### config.mk
export PLATFORM = sky130hd
export DESIGN_NAME = watch_dp
export DESIGN_NICKNAME = d
export VERILOG_FILES = /design/src/rtl/watch_pkg.sv /design/src/rtl/watch_field_cnt.sv /design/src/rtl/watch_dp.sv
export SDC_FILE = /design/constraint.sdc
export NUM_CORES = 1
export LEC_CHECK = 0
export CORE_MARGIN = 2
export CORE_UTILIZATION = 41
export DETAILED_ROUTE_END_ITERATION = 12
export REMOVE_ABC_BUFFERS = 1
export SYNTH_ARGS = -nofsm -noshare
export SYNTH_HDL_FRONTEND = slang
export SYNTH_HIERARCHICAL = 1
export SYNTH_SLANG_ARGS = --single-unit
### constraint.sdc
create_clock -name clk -period 3.2 [get_ports clk]
set_input_delay 0.32 -clock clk [delete_from_list [all_inputs] [get_ports clk]]
set_output_delay 0.32 -clock clk [all_outputs]
set_load 0.005 [all_outputs]
### src/rtl/watch_pkg.sv
// Shared watch definitions: field select encodings, field ranges and widths.
// Used by the control unit, this datapath and the FND formatter.
package watch_pkg;

    typedef enum logic [1:0] {
        TIME_MSEC = 2'd0,
        TIME_SEC  = 2'd1,
        TIME_MIN  = 2'd2,
        TIME_HOUR = 2'd3
    } time_sel_e;

    localparam int unsigned MSEC_MAX = 99;
    localparam int unsigned SEC_MAX  = 59;
    localparam int unsigned MIN_MAX  = 59;
    localparam int unsigned HOUR_MAX = 23;

    localparam int unsigned MSEC_W = 7;
    localparam int unsigned SEC_W  = 6;
    localparam int unsigned MIN_W  = 6;
    localparam int unsigned HOUR_W = 5;

    localparam int unsigned FIELD_N    = 4;
    localparam int unsigned BLINK_W    = 5;
    localparam int unsigned BLINK_WRAP = 24;

    // One-hot field mask, bit0 msec .. bit3 hour.
    function automatic logic [FIELD_N-1:0] sel_onehot(input logic [1:0] sel);
        sel_onehot = 4'b0001 << sel;
    endfunction

endpackage

### src/rtl/watch_field_cnt.sv
// Modulo-(MAX+1) field counter: manual up/dn step has priority over the time-base inc.
// carry_c fires only when an inc wraps MAX back to 0.
module watch_field_cnt #(
    parameter int unsigned MAX = 59,
    parameter int unsigned W   = 6
) (
    input  logic         clk,
    input  logic         rst,
    input  logic         inc,
    input  logic         up,
    input  logic         dn,
    output logic [W-1:0] q,
    output logic         carry_c
);

    localparam logic [W-1:0] MAX_V = W'(MAX);

    logic         at_max;
    logic         at_zero;
    logic [W-1:0] q_next;

    assign at_max  = (q == MAX_V);
    assign at_zero = (q == '0);
    assign carry_c = inc & ~up & ~dn & at_max;

    always_comb begin
        q_next = q;
        if (up) begin
            q_next = at_max ? '0 : q + W'(1);
        end else if (dn) begin
            q_next = at_zero ? MAX_V : q - W'(1);
        end else if (inc) begin
            q_next = at_max ? '0 : q + W'(1);
        end
    end

    always_ff @(posedge clk or posedge rst) begin
        if (rst) begin
            q <= '0;
        end else begin
            q <= q_next;
        end
    end

endmodule

### src/rtl/watch_dp.sv
// Watch timekeeping datapath: free-running hh:mm:ss.cc clock with one-step field adjust.
// Optional display blink of the selected field when WATCH_BLINK_EN is defined.
module watch_dp
    import watch_pkg::*;
#(
    parameter int unsigned CLK_FREQ_HZ = 100_000_000,
    parameter int unsigned TICK_HZ     = 100
) (
    input  logic        clk,
    input  logic        rst,
    input  logic [1:0]  i_time_select,
    input  logic [1:0]  i_up_down,
    output logic [6:0]  o_msec,
    output logic [5:0]  o_sec,
    output logic [5:0]  o_min,
    output logic [4:0]  o_hour,
    output logic [3:0]  o_blink_mask
);

    localparam int unsigned DIV   = CLK_FREQ_HZ / TICK_HZ;
    localparam int unsigned PRE_W = (DIV > 1) ? $clog2(DIV) : 1;

    logic [PRE_W-1:0]   prescaler;
    logic               tick;
    logic               tick_pending;
    logic               prev_up;
    logic               prev_dn;
    logic               up_edge;
    logic               dn_edge;
    logic               any_edge;
    logic               adj_up;
    logic               adj_dn;
    logic               advance;
    logic [FIELD_N-1:0] sel_oh;
    logic [FIELD_N-1:0] step_up;
    logic [FIELD_N-1:0] step_dn;
    logic               msec_carry;
    logic               sec_carry;
    logic               min_carry;
    logic               hour_carry;

    assign tick = (prescaler == PRE_W'(DIV - 1));

    always_ff @(posedge clk or posedge rst) begin
        if (rst) begin
            prescaler <= '0;
        end else begin
            prescaler <= tick ? '0 : prescaler + PRE_W'(1);
        end
    end

    // Button edge detection; inputs are already debounced and synchronous.
    assign up_edge  = i_up_down[1] & ~prev_up;
    assign dn_edge  = i_up_down[0] & ~prev_dn;
    assign any_edge = up_edge | dn_edge;
    assign adj_up   = up_edge & ~dn_edge;
    assign adj_dn   = dn_edge & ~up_edge;

    always_ff @(posedge clk or posedge rst) begin
        if (rst) begin
            prev_up <= 1'b0;
            prev_dn <= 1'b0;
        end else begin
            prev_up <= i_up_down[1];
            prev_dn <= i_up_down[0];
        end
    end

    // Any button-edge cycle holds every field still, so a coinciding tick waits a cycle.
    assign advance = (tick | tick_pending) & ~any_edge;

    always_ff @(posedge clk or posedge rst) begin
        if (rst) begin
            tick_pending <= 1'b0;
        end else begin
            tick_pending <= (tick | tick_pending) & any_edge;
        end
    end

    assign sel_oh  = sel_onehot(i_time_select);
    assign step_up = sel_oh & {FIELD_N{adj_up}};
    assign step_dn = sel_oh & {FIELD_N{adj_dn}};

    watch_field_cnt #(.MAX(MSEC_MAX), .W(MSEC_W)) u_msec (
        .clk     (clk),
        .rst     (rst),
        .inc     (advance),
        .up      (step_up[TIME_MSEC]),
        .dn      (step_dn[TIME_MSEC]),
        .q       (o_msec),
        .carry_c (msec_carry)
    );

    watch_field_cnt #(.MAX(SEC_MAX), .W(SEC_W)) u_sec (
        .clk     (clk),
        .rst     (rst),
        .inc     (msec_carry),
        .up      (step_up[TIME_SEC]),
        .dn      (step_dn[TIME_SEC]),
        .q       (o_sec),
        .carry_c (sec_carry)
    );

    watch_field_cnt #(.MAX(MIN_MAX), .W(MIN_W)) u_min (
        .clk     (clk),
        .rst     (rst),
        .inc     (sec_carry),
        .up      (step_up[TIME_MIN]),
        .dn      (step_dn[TIME_MIN]),
        .q       (o_min),
        .carry_c (min_carry)
    );

    // Hour wraps silently; its carry has no consumer.
    watch_field_cnt #(.MAX(HOUR_MAX), .W(HOUR_W)) u_hour (
        .clk     (clk),
        .rst     (rst),
        .inc     (min_carry),
        .up      (step_up[TIME_HOUR]),
        .dn      (step_dn[TIME_HOUR]),
        .q       (o_hour),
        .carry_c (hour_carry)
    );

`ifdef WATCH_BLINK_EN
    logic [BLINK_W-1:0] blink_cnt;
    logic               blink_phase;

    // Phase flips every BLINK_WRAP+1 ticks; a press restarts it so the field shows at once.
    always_ff @(posedge clk or posedge rst) begin
        if (rst) begin
            blink_cnt   <= '0;
            blink_phase <= 1'b0;
        end else if (any_edge) begin
            blink_cnt   <= '0;
            blink_phase <= 1'b0;
        end else if (advance) begin
            if (blink_cnt == BLINK_W'(BLINK_WRAP)) begin
                blink_cnt   <= '0;
                blink_phase <= ~blink_phase;
            end else begin
                blink_cnt <= blink_cnt + BLINK_W'(1);
            end
        end
    end

    always_ff @(posedge clk or posedge rst) begin
        if (rst) begin
            o_blink_mask <= '0;
        end else begin
            o_blink_mask <= sel_oh & {FIELD_N{blink_phase}};
        end
    end
`else
    assign o_blink_mask = '0;
`endif

endmodule

==> run_results.csv <==
group,metric,value,unit
floorplan,dieArea,8950,um2
clock_tree,clock_latency,0.31,ns
sta,setup_violations,0,
sta,min_period,2.85,ns
clock_tree,numCtsBuffers,5,
critical_path,startpoint_type,"register",
sta,hold_viol,0,
layout,drive_gt1_frac,0.100,
floorplan,initial_core_util,0.416,
layout,fill_cells,813,
critical_path,path_class,"reg2reg",
clock_tree,cts_tree,"yes",
power,power_density,590,nW/um2
power,power_frac_comb,0.400,
yosys,synth_cells,386,
grt,antenna_found_initial,0,
placed_design,hpwlAfterDp,5640,um
clock_tree,postCtsHoldBufs,0,
detailed_routing,firstDrtPassIters,4,
detailed_routing,wirelength,7730,um
critical_path,crit_required,3.39,ns
clock_tree,cts_max_level,2,
sta,drv_slew,0,
layout,multi_input_area,1980,um2
clock_tree,cts_sinks,47,
detailed_routing,wl_per_cell,15.0,um
detailed_routing,vias_per_cell,5.76,
floorplan,io_pins,34,
critical_path,end_kind,"register",
power,pwr-share-clk,0.166,
power,netSwitchingFraction,0.396,
power,power.leakage,0.00156,uW
power,vdd_drop_max,0.366,mV
critical_path,crit_path_max_fanout,6,
power,intPower,1360,uW
detailed_routing,route.detailed.drc,0,
floorplan,core,8090,um2
layout,nNetsFinal,427,
layout,seq_area,1180,um2
clock_tree,cts_resized,0,
power,power.total,2250,uW
sta,finalClockSkew,0.0142,ns
yosys,netlist_area,3370,um2
sta,setup_ws,0.353,ns
grt,grt-ovfl-total,0,
job,drv_cap,0,
clock_tree,cts_root_buf,"clkbuf_8",
sta,slew_headroom,0.418,
grt,grt_pass1_vias,2801,
detailed_routing,vias,2964,
grt,grt_usage,0.182,
power,seq_power_share,0.434,
layout,area_delta_synth_final,13.2,%
grt,grt_max_degree,24,
placed_design,gp_congestion,0.897,
yosys,syn_avg_cell_area,8.72,um2
hold_path,hold_path.class,"in2async",
clock_tree,cts_buffer_depth,2,
grt,grt_pass1_wl,13300,um
sta,worst_pin_slew,0.872,ns
floorplan,rows,33,
placed_design,post-place-ws,0.401,ns
critical_path,worstPathArrival,3.03,ns
floorplan,dieWidth,94.6,um
sta,rsz0062_at_grt,"false",
detailed_routing,drt-initial-drc-count,133,
layout,diodes,0,
sta,fin_tns_setup,0,ns
status,status,"finished clean",
placed_design,io_buffers,29,
floorplan,chipHeight,94.6,um
yosys,ys_warn_count,6,
detailed_routing,drtAntennaViolNets,0,
layout,final_util,0.471,
clock_tree,cts_setup_buffers,0,
power,power_switching,891,uW
clock_tree,clk_pin_slew,0.10,ns
sta,fin_crit_sh,0.890,
sta,fmax,0.351,GHz
-- cells in the final DEF (no fill, tap or decap), types with 7 or more instances in the layout --
master            n
dfrtp_1          47
nor2_1           34
ha_1             12
a21oi_1          21
nand3_1          16
nand4_1           8
xnor2_1          11
nand2_1          28
o21ai_0          14
buf_4             9
nor3_1           16
xor2_1           10
clkdlybuf4s50_1  29
or3_1             8
inv_1            20
nor2b_1           7
and3_1            8
-- cell type report --
class,count,share of cell area
clock inverter,3,0.00591
clock buffer,5,0.0181
tap,105,0.0345
multi-input combinational,297,0.520
sequential,47,0.309
timing repair buffer,38,0.0939
inverter,20,0.0197
-- worst paths after layout --
path | startpoint | endpoint | slack [ns] | cells past startpoint
worst max-delay path | prescaler[15] | u_hour/q[3] | 0.35 | 10
worst min register to register | prescaler[0] | prescaler[0] | 0.49 | 1
worst min-delay path | rst | u_min/q[0] | 0.44 | 2
worst max register to register | prescaler[15] | u_hour/q[3] | 0.35 | 10
max in group asynchronous | rst | prescaler[0] | 1.96 | 2
min in group clk | prescaler[0] | prescaler[0] | 0.49 | 1
-- flip-flops by register name (all words and copies together), names as in the netlist --
register / count
u_msec/q: 7
u_min/q: 6
u_sec/q: 6
tick_pending: 1
prev_dn: 1
u_hour/q: 5
prev_up: 1
prescaler: 20
-- metrics by stage --
step                      area, um2  cells  hold WS, ns
after CTS                      3810    515        0.419
after global placement         3720    507        0.461
after global routing           3810    515        0.416
final                          3810    515        0.442
after floorplan                3230    364       0.0985
after detailed placement       3720    507        0.473
-- critical path, stage by stage (launching register included) --
cell     delay, ns
dfrtp_1       0.46
nor4b_1       0.32
nand4_1       0.17
nor2_2        0.13
o211a_1       0.20
nor4b_1       0.38
and3_1        0.27
and3_1        0.23
or3_1         0.16
o21ai_1       0.07
a221o_1       0.33
-- metal layers --
metal  vias to the layer above  share of wire  wire [um]  track usage
li1                       1446              -          -            -
met4                         0          0.012         94       0.0519
met1                      1447           0.49       3780        0.250
met3                        12          0.025        194       0.0327
met2                        59           0.47       3660        0.295
met5                         -              0          0            0
-- power by group through the flow --
stage	clock network, uW	logic (uW)	registers (uW)
2_1_floorplan	0	527	939
3_3_place_gp	0	886	984
3_5_place_dp	0	900	987
4_1_cts	390	904	977
5_1_grt	417	1010	1010
6_report	372	900	976
No activity file was read; power rests on OpenSTA's default activity.
